$ cat src/rtl/video_timing_lock_if.sv
// video_timing_lock_if
//   Groups the pixel-FIFO read port and the video output bus of the timing
//   generator.
//   master (timing generator): drives rd_en, hs, vs, de, vout_data, x, y;
//                              samples fifo_empty, fifo_q.
//   slave  (FIFO / encoder side): the mirror image.
//   Signals:
//     rd_en      FIFO read strobe
//     fifo_empty external FIFO empty flag
//     fifo_q     FIFO read data, valid one cycle after rd_en
//     hs, vs, de registered sync / data enable
//     vout_data  pixel aligned with de (0 when de is low)
//     x, y       column / row of the current de pixel
interface video_timing_lock_if #(
  parameter int DATA_WIDTH = 16,
  parameter int CNT_W      = 12
);
  logic                  rd_en;
  logic                  fifo_empty;
  logic [DATA_WIDTH-1:0] fifo_q;
  logic                  hs;
  logic                  vs;
  logic                  de;
  logic [DATA_WIDTH-1:0] vout_data;
  logic [CNT_W-1:0]      x;
  logic [CNT_W-1:0]      y;

  modport master (
    output rd_en, hs, vs, de, vout_data, x, y,
    input  fifo_empty, fifo_q
  );

  modport slave (
    input  rd_en, hs, vs, de, vout_data, x, y,
    output fifo_empty, fifo_q
  );
endinterface

$ cat src/rtl/video_timing_lock.sv
// video_timing_lock
//   Raster timing generator (hs/vs/de) with programmable porches and sync
//   polarities. Reads pixels from an external one-cycle-latency FIFO and can
//   phase-lock the raster to a camera frame-start edge after a programmable
//   delay (free-run, one-shot lock, or continuous resync).
//   Ports:
//     video_clk   pixel clock, the only clock
//     rst         synchronous active-high reset
//     frame_in    camera frame-start level (video_clk domain)
//     lock_en     1 = lock raster to frame_in, 0 = free-run
//     resync_en   1 = every frame_in rising edge in RUN re-locks
//     lock_delay  clocks from detected edge to raster start
//     vid         FIFO read port + video output bus (master modport)
//     frame_done  one-cycle pulse on the last clock of a frame
//     locked      high in RUN while lock_en = 1
//     underflow   sticky: FIFO read while empty
//
//   state | meaning
//   ------+-------------------------------------------------------------
//   WAIT  | idle after reset, counters at 0, waiting for lock edge
//   DELAY | edge seen, counting lock_delay clocks, counters held at 0
//   RUN   | raster running, counters advance every clock
module video_timing_lock #(
  parameter int DATA_WIDTH = 16,
  parameter int H_ACTIVE   = 480,
  parameter int H_FP       = 2,
  parameter int H_SYNC     = 41,
  parameter int H_BP       = 2,
  parameter int V_ACTIVE   = 272,
  parameter int V_FP       = 2,
  parameter int V_SYNC     = 10,
  parameter int V_BP       = 2,
  parameter bit HS_POL     = 1'b0,
  parameter bit VS_POL     = 1'b0,
  parameter int CNT_W      = 12,
  parameter int DLY_W      = 20
) (
  input  logic               video_clk,
  input  logic               rst,
  input  logic               frame_in,
  input  logic               lock_en,
  input  logic               resync_en,
  input  logic [DLY_W-1:0]   lock_delay,
  video_timing_lock_if.master vid,
  output logic               frame_done,
  output logic               locked,
  output logic               underflow
);

  localparam int H_TOTAL = H_ACTIVE + H_FP + H_SYNC + H_BP;
  localparam int V_TOTAL = V_ACTIVE + V_FP + V_SYNC + V_BP;

  localparam logic [CNT_W-1:0] H_LAST   = CNT_W'(H_TOTAL - 1);
  localparam logic [CNT_W-1:0] V_LAST   = CNT_W'(V_TOTAL - 1);
  localparam logic [CNT_W-1:0] H_ACT    = CNT_W'(H_ACTIVE);
  localparam logic [CNT_W-1:0] V_ACT    = CNT_W'(V_ACTIVE);
  localparam logic [CNT_W-1:0] HS_START = CNT_W'(H_ACTIVE + H_FP);
  localparam logic [CNT_W-1:0] HS_END   = CNT_W'(H_ACTIVE + H_FP + H_SYNC);
  localparam logic [CNT_W-1:0] VS_START = CNT_W'(V_ACTIVE + V_FP);
  localparam logic [CNT_W-1:0] VS_END   = CNT_W'(V_ACTIVE + V_FP + V_SYNC);

  typedef enum logic [1:0] {
    S_WAIT  = 2'd0,
    S_DELAY = 2'd1,
    S_RUN   = 2'd2
  } state_t;

  state_t                state;
  state_t                state_nxt;
  logic [CNT_W-1:0]      h_cnt;
  logic [CNT_W-1:0]      v_cnt;
  logic [DLY_W-1:0]      dly;
  logic                  frame_in_d;
  logic                  frame_edge;
  logic                  de_i;
  logic                  hs_i;
  logic                  vs_i;
  logic                  rd_en_i;
  logic                  stay_run;
  logic                  hs_q;
  logic                  vs_q;
  logic                  de_q;
  logic [CNT_W-1:0]      x_q;
  logic [CNT_W-1:0]      y_q;
  logic [DATA_WIDTH-1:0] pix_d;

  assign frame_edge = frame_in & ~frame_in_d;

  assign de_i = (h_cnt < H_ACT) && (v_cnt < V_ACT);
  assign hs_i = (h_cnt >= HS_START) && (h_cnt < HS_END);
  assign vs_i = (v_cnt >= VS_START) && (v_cnt < VS_END);

  always_comb begin
    state_nxt  = state;
    rd_en_i    = 1'b0;
    frame_done = 1'b0;
    locked     = 1'b0;
    stay_run   = 1'b0;
    case (state)
      S_WAIT: begin
        if (!lock_en) begin
          state_nxt = S_RUN;
        end else if (frame_edge) begin
          state_nxt = S_DELAY;
        end
      end
      S_DELAY: begin
        if (dly == lock_delay) begin
          state_nxt = S_RUN;
        end
      end
      S_RUN: begin
        rd_en_i    = de_i;
        frame_done = (h_cnt == H_LAST) && (v_cnt == V_LAST);
        locked     = lock_en;
        if (frame_edge && lock_en && resync_en) begin
          state_nxt = S_DELAY;
        end else begin
          stay_run = 1'b1;
        end
      end
      default: state_nxt = S_WAIT;
    endcase
  end

  // Registered outputs are qualified with stay_run so that a resync edge
  // blanks the pixel read in that cycle instead of emitting a partial line.
  always_ff @(posedge video_clk) begin
    if (rst) begin
      state      <= S_WAIT;
      h_cnt      <= '0;
      v_cnt      <= '0;
      dly        <= '0;
      frame_in_d <= 1'b1;
      hs_q       <= ~HS_POL;
      vs_q       <= ~VS_POL;
      de_q       <= 1'b0;
      x_q        <= '0;
      y_q        <= '0;
      underflow  <= 1'b0;
    end else begin
      state      <= state_nxt;
      frame_in_d <= frame_in;

      if (state == S_DELAY && state_nxt == S_DELAY) begin
        dly <= dly + DLY_W'(1);
      end else begin
        dly <= '0;
      end

      if (stay_run) begin
        if (h_cnt == H_LAST) begin
          h_cnt <= '0;
          v_cnt <= (v_cnt == V_LAST) ? '0 : v_cnt + CNT_W'(1);
        end else begin
          h_cnt <= h_cnt + CNT_W'(1);
        end
      end else begin
        h_cnt <= '0;
        v_cnt <= '0;
      end

      de_q <= stay_run && de_i;
      hs_q <= (stay_run && hs_i) ? HS_POL : ~HS_POL;
      vs_q <= (stay_run && vs_i) ? VS_POL : ~VS_POL;
      x_q  <= (stay_run && de_i) ? h_cnt : '0;
      y_q  <= (stay_run && de_i) ? v_cnt : '0;

      if (state_nxt == S_DELAY) begin
        underflow <= 1'b0;
      end else if (rd_en_i && vid.fifo_empty) begin
        underflow <= 1'b1;
      end
    end
  end

  assign pix_d         = vid.fifo_q;
  assign vid.rd_en     = rd_en_i;
  assign vid.hs        = hs_q;
  assign vid.vs        = vs_q;
  assign vid.de        = de_q;
  assign vid.x         = x_q;
  assign vid.y         = y_q;
  assign vid.vout_data = de_q ? pix_d : '0;

endmodule

$ cat src/flat_wrapper.sv
// flat-port wrapper written by rule: the top's interface ports become plain ports
module video_timing_lock_flat 
#(
  parameter int DATA_WIDTH = 16,
  parameter int H_ACTIVE   = 480,
  parameter int H_FP       = 2,
  parameter int H_SYNC     = 41,
  parameter int H_BP       = 2,
  parameter int V_ACTIVE   = 272,
  parameter int V_FP       = 2,
  parameter int V_SYNC     = 10,
  parameter int V_BP       = 2,
  parameter bit HS_POL     = 1'b0,
  parameter bit VS_POL     = 1'b0,
  parameter int CNT_W      = 12,
  parameter int DLY_W      = 20
)
  (video_clk, rst, frame_in, lock_en, resync_en, lock_delay, frame_done, locked, underflow, vid_rd_en, vid_hs, vid_vs, vid_de, vid_vout_data, vid_x, vid_y, vid_fifo_empty, vid_fifo_q);
  video_timing_lock_if #(.DATA_WIDTH(DATA_WIDTH), .CNT_W(CNT_W)) vid_i ();
  input  logic video_clk;
  input  logic rst;
  input  logic frame_in;
  input  logic lock_en;
  input  logic resync_en;
  input  logic [DLY_W-1:0] lock_delay;
  output logic frame_done;
  output logic locked;
  output logic underflow;
  output wire logic [$bits(vid_i.rd_en)-1:0] vid_rd_en;
  output wire logic [$bits(vid_i.hs)-1:0] vid_hs;
  output wire logic [$bits(vid_i.vs)-1:0] vid_vs;
  output wire logic [$bits(vid_i.de)-1:0] vid_de;
  output wire logic [$bits(vid_i.vout_data)-1:0] vid_vout_data;
  output wire logic [$bits(vid_i.x)-1:0] vid_x;
  output wire logic [$bits(vid_i.y)-1:0] vid_y;
  input wire logic [$bits(vid_i.fifo_empty)-1:0] vid_fifo_empty;
  input wire logic [$bits(vid_i.fifo_q)-1:0] vid_fifo_q;
  assign vid_rd_en = vid_i.rd_en;
  assign vid_hs = vid_i.hs;
  assign vid_vs = vid_i.vs;
  assign vid_de = vid_i.de;
  assign vid_vout_data = vid_i.vout_data;
  assign vid_x = vid_i.x;
  assign vid_y = vid_i.y;
  assign vid_i.fifo_empty = vid_fifo_empty;
  assign vid_i.fifo_q = vid_fifo_q;
  video_timing_lock #(.DATA_WIDTH(DATA_WIDTH), .H_ACTIVE(H_ACTIVE), .H_FP(H_FP), .H_SYNC(H_SYNC), .H_BP(H_BP), .V_ACTIVE(V_ACTIVE), .V_FP(V_FP), .V_SYNC(V_SYNC), .V_BP(V_BP), .HS_POL(HS_POL), .VS_POL(VS_POL), .CNT_W(CNT_W), .DLY_W(DLY_W)) u_core (.video_clk(video_clk), .rst(rst), .frame_in(frame_in), .lock_en(lock_en), .resync_en(resync_en), .lock_delay(lock_delay), .vid(vid_i), .frame_done(frame_done), .locked(locked), .underflow(underflow));
endmodule
$ cat config.mk
export PLATFORM = sky130hd
export DESIGN_NAME = video_timing_lock_flat
export DESIGN_NICKNAME = d
export VERILOG_FILES = /design/src/rtl/video_timing_lock_if.sv /design/src/rtl/video_timing_lock.sv /design/src/flat_wrapper.sv
export SDC_FILE = /design/constraint.sdc
export NUM_CORES = 1
export LEC_CHECK = 0
export BUFFER_PORTS_ARGS = -buffer_cell sky130_fd_sc_hd__buf_2
export CELL_PAD_IN_SITES_DETAIL_PLACEMENT = 1
export CELL_PAD_IN_SITES_GLOBAL_PLACEMENT = 2
export CORE_UTILIZATION = 33
export DETAILED_ROUTE_END_ITERATION = 10
export GPL_ROUTABILITY_DRIVEN = 0
export PLACE_DENSITY = 0.93
export SLEW_MARGIN = 20
export SYNTH_ARGS = -nofsm -noshare
export SYNTH_HDL_FRONTEND = slang
export SYNTH_SLANG_ARGS = --single-unit
export TNS_END_PERCENT = 5
$ cat constraint.sdc
create_clock -name video_clk -period 6.1 [get_ports video_clk]
set_clock_uncertainty 0.2 [all_clocks]
set_input_delay 1.22 -clock video_clk [delete_from_list [all_inputs] [get_ports video_clk]]
set_output_delay 1.22 -clock video_clk [all_outputs]
set_load 0.02 [all_outputs]
==> flow_summary.json, run 1 <==
{
  "core.rowCount": 36,
  "core_region_area_sq_mm": 0.00977,
  "viasPerCell": 4.78,
  "dp_hpwl_mm": 6.20,
  "synth_top_area_share": 0.452,
  "cts-buffers-inserted": 9,
  "cts_tree": "done",
  "finalMaxSlewViolations": 0,
  "clock_latency_ns": 0.35,
  "drive_above_1_share": 0.254,
  "firstDrtPassIters": 4,
  "worstSetupPathType": "reg2out",
  "hold_buffers": 0,
  "num_io_pins": 89,
  "drt_iter0_drc": 55,
  "avgSynthCellArea_sq_um": 9.18,
  "synth_seq_cells": 75,
  "die-area_sq_mm": 0.0105,
  "synth_edf_count": 0,
  "crit_path_start": "u_core.h_cnt[5]$_SDFF_PP0_",
  "n_antenna_cell": 0,
  "max_cap_viol_count": 0,
  "finalCritPeriodShare": 0.615,
  "path_cells": "or4b_4 -> or3_1 -> nor4_1 -> buf_2",
  "ys_types": 46,
  "synth_ff_type": "dfxtp_1",
  "grt_pass1_vias": 2861,
  "start_util": 0.340,
  "wl_per_cell_microns": 13.8,
  "finalNonFillerCells": 593,
  "seqPwrFrac": 0.512,
  "utilization": 0.420,
  "swShare": 0.230,
  "cts_root_buffer": "clkbuf_8",
  "worstMarginPinSlew_ns": 0.956,
  "clkSinkCount": 75,
  "async_reset_ff_frac": 0,
  "drc": 0,
  "cts_setup_buffers": 0,
  "port_buffers": 88,
  "clkPwrFrac": 0.428,
  "rsz0062_at_grt": "no",
  "max_stage_delay_ns": 0.58,
  "arrival_ns": 2.33,
  "setup.worst_path.end_class": "primary output",
  "max_slew_margin": 0.357,
  "crit_path_start_kind": "register",
  "track_usage": 0.168,
  "fin_crit_ns": 3.75,
  "p_leak_uw": 0.00167,
  "hold_viol": 0,
  "ys_warn_count": 0,
  "die_w_microns": 102,
  "p_switching_uw": 223,
  "r2r_slack_ns": 3.66,
  "outcome": "completed",
  "min_path_cells": 1,
  "cts_resized": 0,
  "synth_cells": 362,
  "wl_mm": 8.20,
  "ys_seq_area_frac": 0.452,
  "fmax_mhz": 267,
  "yosysTopAreaCell": "dfxtp_1",
  "nNetsFinal": 504,
  "clockBufferDepth": 2,
  "required_ns": 4.68,
  "antenna_left": 0,
  "whs_ns": 0.292,
  "htreeDepth": 3,
  "finalSetupViolCount": 0,
  "critPathSlowestCell": "or4b_4",
  "antenna_found_initial": 0,
  "cp-endpoint": "frame_done",
  "pwr_density_cell_mw_per_mm2": 237,
  "cp_num_cells": 4,
  "r2r_cells": 4,
  "path_buf_inv": 1,
  "synth_area_leaders": "dfxtp_1 45%, xnor2_1 9.8%, and2_1 6.0%, nor2_1 5.6%, xor2_1 4.5%",
  "grt_max_degree": 21,
  "path_clk_slew_ns": 0.08,
  "tns_ns": 0,
  "cp_top_family": "simple AND/OR/NAND/NOR gates",
  "hold_path_class": "reg2reg",
  "syn2layout_area_growth_pct": 23.6,
  "placed_cells": 578,
  "hp-start": "u_core.h_cnt[0]$_SDFF_PP0_",
  "path_max_fanout": 8,
  "reg2reg_to": "u_core.v_cnt[6]$_SDFFE_PP0N_",
  "reg2reg_from": "u_core.v_cnt[5]$_SDFFE_PP0N_",
  "pwr-share-comb": 0.060,
  "overflow": 0,
  "num_vias": 2836,
  "vdd_drop_max_uv": 142,
  "syn_area_sq_mm": 0.00332,
  "die_y_microns": 102,
  "p_int_uw": 748,
  "grt_pass1_wl_mm": 13.6
}
synthesized netlist by cell type (2+ instances only):
cell type	count
a21oi_1	6
and2_1	32
and3_1	4
and4_1	6
buf_2	2
buf_6	2
clkbuf_1	5
dfxtp_1	75
ha_1	6
inv_1	13
nand2_1	18
nand3_1	16
nand4_1	11
nor2_1	50
nor3_1	15
nor3_2	5
nor4_1	3
nor4_4	2
o21ai_0	5
or3_1	6
or4_1	3
xnor2_1	37
xor2_1	17
power by group through the flow:
stage / clock network [uW] / logic [uW] / registers, uW
final: 416 / 58.1 / 498
after global routing: 453 / 64.6 / 499
after CTS: 425 / 59.0 / 498
after detailed placement: 0 / 58.6 / 510
after global placement: 0 / 57.7 / 509
after floorplan: 0 / 28.0 / 512
cell families after synthesis:
logic type	synth area share
simple gates	0.304
flops	0.452
xor+xnor	0.142
compound gates	0.0463
buf+inv	0.0316
fa+ha+maj	0.0226
other cells	0.00113
worst min path at each step:
stage / endpoint
finish: u_core.h_cnt[0]$_SDFF_PP0_
global route: u_core.h_cnt[0]$_SDFF_PP0_
CTS: u_core.h_cnt[0]$_SDFF_PP0_
detailed placement: u_core.h_cnt[0]$_SDFF_PP0_
global placement: u_core.h_cnt[0]$_SDFF_PP0_
floorplan: u_core.h_cnt[0]$_SDFF_PP0_
per-stage QoR:
step                      worst slack [ns]  total power [uW]  area (sq um)
after floorplan                       2.61               540          3340
after global placement                2.78               567          3890
after detailed placement              2.75               568          3890
after CTS                             2.36               982          4110
after global routing                  2.29              1020          4110
final                                 2.35               972          4110
sequential cells by signal (all words and copies together) (netlist names):
| register | cells |
|---|---|
| u_core.v_cnt | 12 |
| u_core.underflow | 1 |
| u_core.vid.y | 12 |
| u_core.h_cnt | 12 |
| u_core.vid.x | 12 |
| u_core.vid.hs | 1 |
| u_core.frame_in_d | 1 |
| u_core.vid.de | 1 |
| u_core.state | 2 |
| u_core.dly | 20 |
| u_core.vid.vs | 1 |
cells in the final DEF, fill, tap and decap left out, types with 2 or more instances in the layout:
master     instances
inv_1             13
dfxtp_1           75
a21oi_1            6
xnor2_1           37
clkbuf_8           9
and2_1            32
nand3_1           16
or4_1              3
nor4_1             3
buf_2             88
o21ai_0            5
bufinv_16          2
nor3_2             5
xor2_1            17
nor2_1            50
nand4_1           11
conb_1             6
and4_1             6
and3_1             4
nor3_1            15
nand2_1           18
ha_1               6
or3_1              6
nor4_4             2
final cells by class:
type | count | area (sq um)
clock buffers | 9 | 124
well taps | 133 | 166
fillers | 1182 | 5670
inverters | 13 | 48.8
repair buffers | 88 | 440
flip-flops and latches | 75 | 1500
multi-input cells | 269 | 1730
clock inverters | 6 | 90.1
metal layers:
layer / wire length [microns] / vias to the layer above / GRT usage
li1: - / 1399 / -
met5: 0 / - / 0
met4: 107 / 0 / 0.0615
met2: 4040 / 77 / 0.294
met1: 3650 / 1351 / 0.201
met3: 398 / 9 / 0.0356
Power figures use the tool's default switching activity.
==> run 2, diff against run 1 <==
CORE_UTILIZATION = 31   (was 33)
PLACE_DENSITY = 0.89   (was 0.93)
clock period = 3.9 ns   (was 6.1 ns; I/O delays follow)
==> flow_summary.json, run 2 (same netlist as run 1, synthesis figures left out) <==
{
  "max_cap_viol_count": 0,
  "crit_path_start": "u_core.h_cnt[5]$_SDFF_PP0_",
  "wl_mm": 7.99,
  "required_ns": 2.92,
  "outcome": "completed",
  "cp-endpoint": "frame_done",
  "placed_cells": 581,
  "port_buffers": 88,
  "multi_input_area_sq_mm": 0.00173,
  "p_leak_uw": 0.00164,
  "hold_buffers": 0,
  "drive_above_1_share": 0.256,
  "nNetsFinal": 504,
  "clockBufferDepth": 2,
  "max_slew_margin": 0.450,
  "tns_ns": 0,
  "finalCritPeriodShare": 0.846,
  "regArea_sq_mm": 0.00150,
  "worstSetupPathType": "reg2out",
  "die_w_microns": 106,
  "finalSetupViolCount": 0,
  "antenna_found_initial": 0,
  "utilization": 0.393,
  "track_usage": 0.151,
  "drt_iter0_drc": 56,
  "cts-buffers-inserted": 9,
  "largest-register": "u_core.dly",
  "r2r_slack_ns": 1.55,
  "reg2reg_to": "u_core.vid.x[5]$_SDFF_PP0_",
  "reg2reg_from": "u_core.state[0]$_SDFF_PP0_",
  "dp_hpwl_mm": 6.11,
  "max_stage_delay_ns": 0.58,
  "syn2layout_area_growth_pct": 22.6,
  "r2r_cells": 5,
  "cts_setup_buffers": 0,
  "fillers": 1263,
  "total_power_uw": 1410,
  "final_common_cell": "buf_2",
  "clock_latency_ns": 0.35,
  "antenna_left": 0,
  "grt_pass1_vias": 2835,
  "clkSinkCount": 75,
  "htreeDepth": 3,
  "path_cells": "or4b_4 -> or3_1 -> nor4_1 -> buf_2",
  "crit_path_start_kind": "register",
  "critPathSlowestCell": "or4b_4",
  "start_util": 0.320,
  "dp_slack_ns": 0.985,
  "worstMarginPinSlew_ns": 0.818,
  "num_io_pins": 89,
  "finalNonFillerCells": 597,
  "core.rowCount": 37,
  "n_antenna_cell": 0,
  "worst_slack_ns": 0.601,
  "die_y_microns": 106,
  "arrival_ns": 2.32,
  "cts_tree": "done",
  "largest_reg_flops": 20,
  "core_region_area_sq_mm": 0.0104,
  "drc": 0,
  "vdd_drop_max_uv": 131,
  "hold_viol": 0,
  "grt_max_degree": 21,
  "firstDrtPassIters": 4,
  "die-area_sq_mm": 0.0111,
  "pwr_density_cell_mw_per_mm2": 347,
  "grt_pass1_wl_mm": 13.3,
  "cts_root_buffer": "clkbuf_8",
  "final_cell_mix": "88 x buf_2, 75 x dfxtp_1, 50 x nor2_1",
  "path_max_fanout": 8,
  "finalMaxSlewViolations": 0,
  "overflow": 0,
  "viasPerCell": 4.68,
  "hold_path_class": "reg2reg",
  "wl_per_cell_microns": 13.4,
  "fin_crit_ns": 3.30,
  "cts_resized": 0,
  "path_clk_slew_ns": 0.09,
  "setup.worst_path.end_class": "primary output",
  "num_vias": 2794,
  "fmax_mhz": 303,
  "rsz0062_at_grt": "no"
}
## run 2: cell types whose count changed in the layout (fill, tap and decap cells not counted)
cell,change
clkinv_4,+1
bufinv_16,-2
clkinvlp_4,+2
## run 2: layer usage
layer  wire, microns  track usage
met1            3670        0.179
met2            3740        0.259
met3             409       0.0297
met4             166       0.0784
met5               0            0
## run 2: critical path: cells and delay by family, from the launching register on
family                 cells  cell delay (ns)
buffers and inverters      1             0.24
DFF                        1             0.38
and+or+nand+nor            3             1.34
## run 2: power by group
group	total (uW)	internal (uW)	switching, uW
registers	779	773	6.06
clock network	545	234	311
logic	90.6	38.8	51.7
## run 2: final cells by class
type	count	share of cell area
multi-input combinational	269	0.426
sequential	75	0.369
timing repair buffer	88	0.108
tap	136	0.0418
clock buffer	9	0.0304
clock inverter	7	0.0132
inverter	13	0.0120
## run 2: worst min-delay path by stage
stage / start / end / slack (ns) / cells after the start
global placement: u_core.dly[0]$_SDFF_PP0_ / u_core.dly[0]$_SDFF_PP0_ / 0.27 / 1
finish: u_core.h_cnt[0]$_SDFF_PP0_ / u_core.h_cnt[0]$_SDFF_PP0_ / 0.29 / 1
floorplan: u_core.h_cnt[0]$_SDFF_PP0_ / u_core.h_cnt[0]$_SDFF_PP0_ / 0.24 / 1
global route: u_core.h_cnt[0]$_SDFF_PP0_ / u_core.h_cnt[0]$_SDFF_PP0_ / 0.32 / 1
CTS: u_core.h_cnt[0]$_SDFF_PP0_ / u_core.h_cnt[0]$_SDFF_PP0_ / 0.29 / 1
detailed placement: u_core.h_cnt[0]$_SDFF_PP0_ / u_core.h_cnt[0]$_SDFF_PP0_ / 0.27 / 1
## run 2: per-stage QoR
step / hold slack [ns] / instance area, sq um
6_report: 0.287 / 4070
2_1_floorplan: 0.241 / 3340
5_1_grt: 0.319 / 4070
3_3_place_gp: 0.267 / 3890
4_1_cts: 0.293 / 4070
3_5_place_dp: 0.271 / 3890
